### config.mk
export PLATFORM = sky130hd
export DESIGN_NAME = ram_port_initiator
export DESIGN_NICKNAME = d
export VERILOG_FILES = /design/src/rtl/ram_port_pkg.sv /design/src/rtl/ram_rsp_fifo2.sv /design/src/rtl/ram_port_initiator.sv
export SDC_FILE = /design/constraint.sdc
export NUM_CORES = 1
export LEC_CHECK = 0
export ABC_AREA = 1
export BUFFER_PORTS_ARGS = -buffer_cell sky130_fd_sc_hd__buf_2
export CAP_MARGIN = 10
export CELL_PAD_IN_SITES_DETAIL_PLACEMENT = 1
export CELL_PAD_IN_SITES_GLOBAL_PLACEMENT = 1
export CORE_MARGIN = 2
export CORE_UTILIZATION = 35
export DETAILED_ROUTE_END_ITERATION = 8
export GPL_ROUTABILITY_DRIVEN = 0
export GPL_TIMING_DRIVEN = 1
export PLACE_DENSITY_LB_ADDON = 0.12
export REMOVE_ABC_BUFFERS = 1
export SETUP_SLACK_MARGIN = 0.2
export SYNTH_ARGS = -nofsm -noshare
export SYNTH_HDL_FRONTEND = slang
export SYNTH_SLANG_ARGS = --single-unit
export TNS_END_PERCENT = 30
### constraint.sdc
create_clock -name clk -period 2 [get_ports clk]
set_input_delay 0.5 -clock clk [delete_from_list [all_inputs] [get_ports clk]]
set_output_delay 0.5 -clock clk [all_outputs]
set_load 0.01 [all_outputs]
### src/rtl/ram_port_pkg.sv
// Shared types and constants for the RAM port initiator.
package ram_port_pkg;

  // CLEAR zero-fills the RAM after reset; RUN serves commands until the next reset.
  typedef enum logic {CLEAR, RUN} ram_port_state_t;

  // Reads accepted but not yet popped; also the response FIFO depth.
  localparam int OCC_MAX = 2;

endpackage

### src/rtl/ram_rsp_fifo2.sv
// Two-entry response FIFO. It buffers read data against response backpressure.
module ram_rsp_fifo2 #(
  parameter int D_WIDTH = 8
) (
  input  logic               clk,
  input  logic               reset,
  input  logic               push,
  input  logic [D_WIDTH-1:0] push_data,
  input  logic               pop,
  output logic               valid,
  output logic               full,
  output logic [D_WIDTH-1:0] data
);

  logic [D_WIDTH-1:0] r_mem [2];
  logic               r_wr_ptr;
  logic               r_rd_ptr;
  logic [1:0]         r_count;
  logic               w_push;
  logic               w_pop;

  assign w_push = push & ~full;
  assign w_pop  = pop & valid;
  assign valid  = (r_count != 2'd0);
  assign full   = (r_count == 2'd2);
  assign data   = r_mem[r_rd_ptr];

  // Storage is not reset; only the pointers and count say what is valid.
  always_ff @(posedge clk) begin
    if (w_push) r_mem[r_wr_ptr] <= push_data;
  end

  // Pointer and count update; a simultaneous push and pop leaves the count unchanged.
  always_ff @(posedge clk) begin
    if (reset) begin
      r_wr_ptr <= 1'b0;
      r_rd_ptr <= 1'b0;
      r_count  <= 2'd0;
    end else begin
      if (w_push) r_wr_ptr <= ~r_wr_ptr;
      if (w_pop)  r_rd_ptr <= ~r_rd_ptr;
      case ({w_push, w_pop})
        2'b10:   r_count <= r_count + 2'd1;
        2'b01:   r_count <= r_count - 2'd1;
        default: r_count <= r_count;
      endcase
    end
  end

endmodule

### src/rtl/ram_port_initiator.sv
// Initiator side of the RAM port: zero-fills the RAM after reset, then turns
// single-beat read/write commands into RAM accesses and returns read data in order.
module ram_port_initiator
  import ram_port_pkg::*;
#(
  parameter int A_WIDTH = 3,
  parameter int D_WIDTH = 8
) (
  input  logic               clk,
  input  logic               reset,
  output logic               init_done,
  input  logic               cmd_valid,
  output logic               cmd_ready,
  input  logic               cmd_wr,
  input  logic [A_WIDTH-1:0] cmd_add,
  input  logic [D_WIDTH-1:0] cmd_data,
  output logic               rsp_valid,
  input  logic               rsp_ready,
  output logic [D_WIDTH-1:0] rsp_data,
  output logic               mem_we,
  output logic [A_WIDTH-1:0] mem_w_add,
  output logic [D_WIDTH-1:0] mem_w_data,
  output logic [A_WIDTH-1:0] mem_r_add,
  input  logic [D_WIDTH-1:0] mem_r_data
);

  localparam logic [A_WIDTH-1:0] CLR_LAST = '1;

  ram_port_state_t    r_state;
  ram_port_state_t    w_state_next;
  logic [A_WIDTH-1:0] r_clr_cnt;
  logic [1:0]         r_occ;
  logic               r_rd_pend;
  logic               w_accept;
  logic               w_rd_accept;
  logic               w_pop;
  logic               w_fifo_full;

  assign w_rd_accept = w_accept & ~cmd_wr;
  assign w_pop       = rsp_valid & rsp_ready;

  // State register.
  always_ff @(posedge clk) begin
    if (reset) r_state <= CLEAR;
    else       r_state <= w_state_next;
  end

  // Next state and RAM/command muxing. cmd_ready depends only on registered state and occupancy.
  always_comb begin
    w_state_next = r_state;
    init_done    = 1'b0;
    cmd_ready    = 1'b0;
    w_accept     = 1'b0;
    mem_we       = 1'b0;
    mem_w_add    = cmd_add;
    mem_w_data   = cmd_data;
    mem_r_add    = cmd_add;
    case (r_state)
      CLEAR: begin
        mem_we     = 1'b1;
        mem_w_add  = r_clr_cnt;
        mem_w_data = '0;
        if (r_clr_cnt == CLR_LAST) w_state_next = RUN;
      end
      RUN: begin
        init_done = 1'b1;
        cmd_ready = (r_occ < 2'(OCC_MAX));
        w_accept  = cmd_valid & (r_occ < 2'(OCC_MAX));
        mem_we    = w_accept & cmd_wr;
      end
      default: w_state_next = CLEAR;
    endcase
  end

  // Fill counter, read-pending flag and read occupancy.
  always_ff @(posedge clk) begin
    if (reset) begin
      r_clr_cnt <= '0;
      r_occ     <= 2'd0;
      r_rd_pend <= 1'b0;
    end else begin
      // Counter parks on the last address so the fill never wraps.
      if (r_state == CLEAR && r_clr_cnt != CLR_LAST) r_clr_cnt <= r_clr_cnt + 1'b1;
      r_rd_pend <= w_rd_accept;
      case ({w_rd_accept, w_pop})
        2'b10:   r_occ <= r_occ + 2'd1;
        2'b01:   r_occ <= r_occ - 2'd1;
        default: r_occ <= r_occ;
      endcase
    end
  end

  // Read data arrives one cycle after the read address and is pushed while rd_pend is set.
  ram_rsp_fifo2 #(
    .D_WIDTH (D_WIDTH)
  ) u_rsp_fifo (
    .clk       (clk),
    .reset     (reset),
    .push      (r_rd_pend),
    .push_data (mem_r_data),
    .pop       (rsp_ready),
    .valid     (rsp_valid),
    .full      (w_fifo_full),
    .data      (rsp_data)
  );

  // Occupancy limit keeps the FIFO from ever seeing a push while full.
  a_no_overflow: assert property (@(posedge clk) disable iff (reset) !(r_rd_pend && w_fifo_full));

endmodule

==> summary.md <==
| Metric | Value |
|---|---|
| Share of layout cells above drive strength 1 | `0.395` |
| Antenna viol nets, final | `0` |
| Worst Hold Class | `input port to flop` |
| Post-synthesis cell type count | `20` |
| Io pins | `50` |
| CTS Hold Bufs | `0` |
| Max_slew headroom | `0.788` |
| Clock skew | `0.00125 ns` |
| GRT overflow | `0` |
| Xor/xnor share of the synthesized area | `0` |
| Tmin final | `1.76 ns` |
| Multiplexer share of the synthesized area | `0.0705` |
| P_leak | `0.816 nW` |
| Sequential share of the synthesized area | `0.564` |
| FILL cells | `419` |
| Worst setup SP type | `flop` |
| CTS tree | `yes` |
| Most common cell after layout, fill and taps aside | `buf_2` |
| CTS sink cnt | `28` |
| Synthesized area per cell | `9.46 um^2` |
| CTS Buf Count | `3` |
| Syn Inst Count | `135` |
| Antenna violations before repair | `0` |
| Critical path class | `flop to output pin` |
| Worst reg2reg startpoint | `u_rsp_fifo.r_count[0]$_SDFFE_PP0P_` |
| Final setup vio count | `0` |
| Final wirelength | `2930 um` |
| Adder-cell area share of the yosys netlist | `0.0392` |
| Unrepaired setup endpoints after global routing | `yes` |
| H-tree Lvls | `1` |
| Row cnt | `21` |
| First-pass GRT wire length | `4860 um` |
| Die width | `64.4 um` |
| Max Freq | `0.569 GHz` |
| Reg clk slew, reported paths | `0.15 ns` |
| Most frequent cells in the layout | `49 x buf_2, 28 x nand2_1, 21 x inv_1` |
| PD cells | `664 nW/um^2` |
| Max Cap Violations | `0` |
| CP required | `1.50 ns` |
| Vias/cell | `4.38` |
| Worst Setup Slack, final | `0.243 ns` |
| DR iter-0 viols | `37` |
| Die area | `4150 um^2` |
| Period utilization | `0.878` |
| Area growth, synth to finish | `26.7%` |
| Die Y | `64.4 um` |
| Post-CTS setup buffer count | `0` |
| Crit end category | `output pin` |
| Avg WL per Cell | `12.7 um` |
| Core footprint | `3420 um^2` |
| Status | `complete, no violations` |
| Final hold violations | `0` |
| Effective utilization at floorplan | `0.374` |
| Largest family of logic cells by synthesized area | `simple AND/OR/NAND/NOR gates` |
| Setup TNS | `0 ns` |
| Crit path DAT | `1.26 ns` |
| I/O Buffers | `49` |
| Startpoint of the worst hold path | `mem_r_data[2]` |
| Crit Path Max Fanout | `8` |
| DP HPWL | `2340 um` |
| Simple-gate share of the synthesized area | `0.177` |
| Residual DRC | `0` |
| Pre-antenna DRT Iters | `4` |
| Synth Area in Compound Gates | `0.0500` |
| Nets@finish | `214` |
| Pin count of the biggest net entering global routing | `17` |
| Number of synthesized register bits | `28` |
| Worst Max-Slew Pin Slew | `0.317 ns` |
| GRT Overall Usage | `0.150` |
| Clock Latency Late Sink | `0.33 ns` |
| Syn Std Cell Area | `1280 um^2` |
| Antenna cells | `0` |
| Pre-CTS WS | `0.440 ns` |
| Max clock buf depth | `2` |
| Max IR drop VDD | `0.259 mV` |
| Max Slew Vio Count | `0` |
| Vias in the first global route | `1111` |
| Root buf cell | `clkbuf_4` |
| Synth warn | `0` |
| Vias | `1011` |
## synthesized netlist by cell type
cell	instances	area, um^2
ha_1	4	50.1
nor2_4	1	11.3
o21ai_1	1	5.00
nand3_2	1	10.0
nand4_1	2	12.5
o31ai_1	1	7.51
a21boi_2	1	11.3
inv_1	21	78.8
nand2_1	28	105
nor2_2	1	6.26
mux2_2	8	90.1
a21oi_1	3	15.0
edfxtp_1	16	480
buf_2	2	10.0
nor2_1	20	75.1
nand2_2	1	6.26
dfxtp_1	12	240
inv_2	4	15.0
buf_4	3	22.5
o21ai_0	5	25.0
## area by class of cell
class                   count  area [um^2]  area share
well taps                  46         57.6      0.0355
clock buffers               3         22.5      0.0139
multi-input cells          77          430       0.266
repair buffers             51          260       0.161
flip-flops and latches     28          724       0.447
clock inverters             1         30.0      0.0185
inverters                  25         93.8      0.0580
## critical path, stage by stage (launching register included)
cell	delay (ns)
dfxtp_4	0.44
mux2_2	0.34
buf_2	0.14
## layer usage
layer  vias to the layer above  wire, um  GRT usage  part of all wire
li1                        523         -          -                 -
met1                       472      1260      0.166              0.43
met4                         0        20     0.0559            0.0068
met2                        14      1590      0.290              0.54
met3                         2        65     0.0208             0.022
met5                         -         0          0                 0
## kinds of logic (layout without fill, tap and decap cells)
logic type	Yosys count	after routing
muxes	8	8
buffers and inverters	30	80
DFF	28	28
adders and majority gates	4	4
and+or+nand+nor	54	54
AOI/OAI and AO/OA	11	11
## through the flow
stage / util / hold WS, ns / std cells / total power (W) / cell area [um^2]
finish: 0.474 / 0.349 / 231 / 0.00108 / 1620
global route: 0.474 / 0.317 / 231 / 0.00113 / 1620
CTS: 0.474 / 0.333 / 231 / 0.00109 / 1620
detailed placement: 0.458 / 0.485 / 227 / 0.000718 / 1560
global placement: 0.458 / 0.474 / 227 / 0.000714 / 1560
floorplan: - / 0.450 / 130 / 0.000668 / 1240
## what timing repair did
action / 4_1_cts / 5_1_grt
setup endpoints to repair: 8 / 8
gates cloned: 0 / 0
pin swaps: 0 / 0
gates resized for setup: 2 / 0
## path summary, 6_finish.rpt
check                                            end  slack (ns)  depth (start not counted)
setup / recovery                         rsp_data[3]        0.24                          2
hold / removal      u_rsp_fifo.r_mem[0][2]$_DFFE_PP_        0.35                          1
setup reg to reg  u_rsp_fifo.r_count[1]$_SDFFE_PP0P_        0.53                          9
hold reg to reg            r_clr_cnt[0]$_SDFFE_PP0P_        0.51                          2
## report_power, final
| part | total (W) | internal, W | switching, W |
|---|---|---|---|
| clock network | 0.000373 | 0.000203 | 0.000171 |
| logic | 0.0000816 | 0.0000385 | 0.0000430 |
| registers | 0.000621 | 0.000614 | 0.00000654 |
## flip-flops by register name, summed over array words and instances, names as in the netlist, named ones only
name / count
u_rsp_fifo.r_mem: 16
r_state: 1
r_rd_pend: 1
r_occ: 2
u_rsp_fifo.r_wr_ptr: 1
u_rsp_fifo.r_rd_ptr: 1
r_clr_cnt: 3
u_rsp_fifo.r_count: 2
Power figures use the tool's default switching activity.
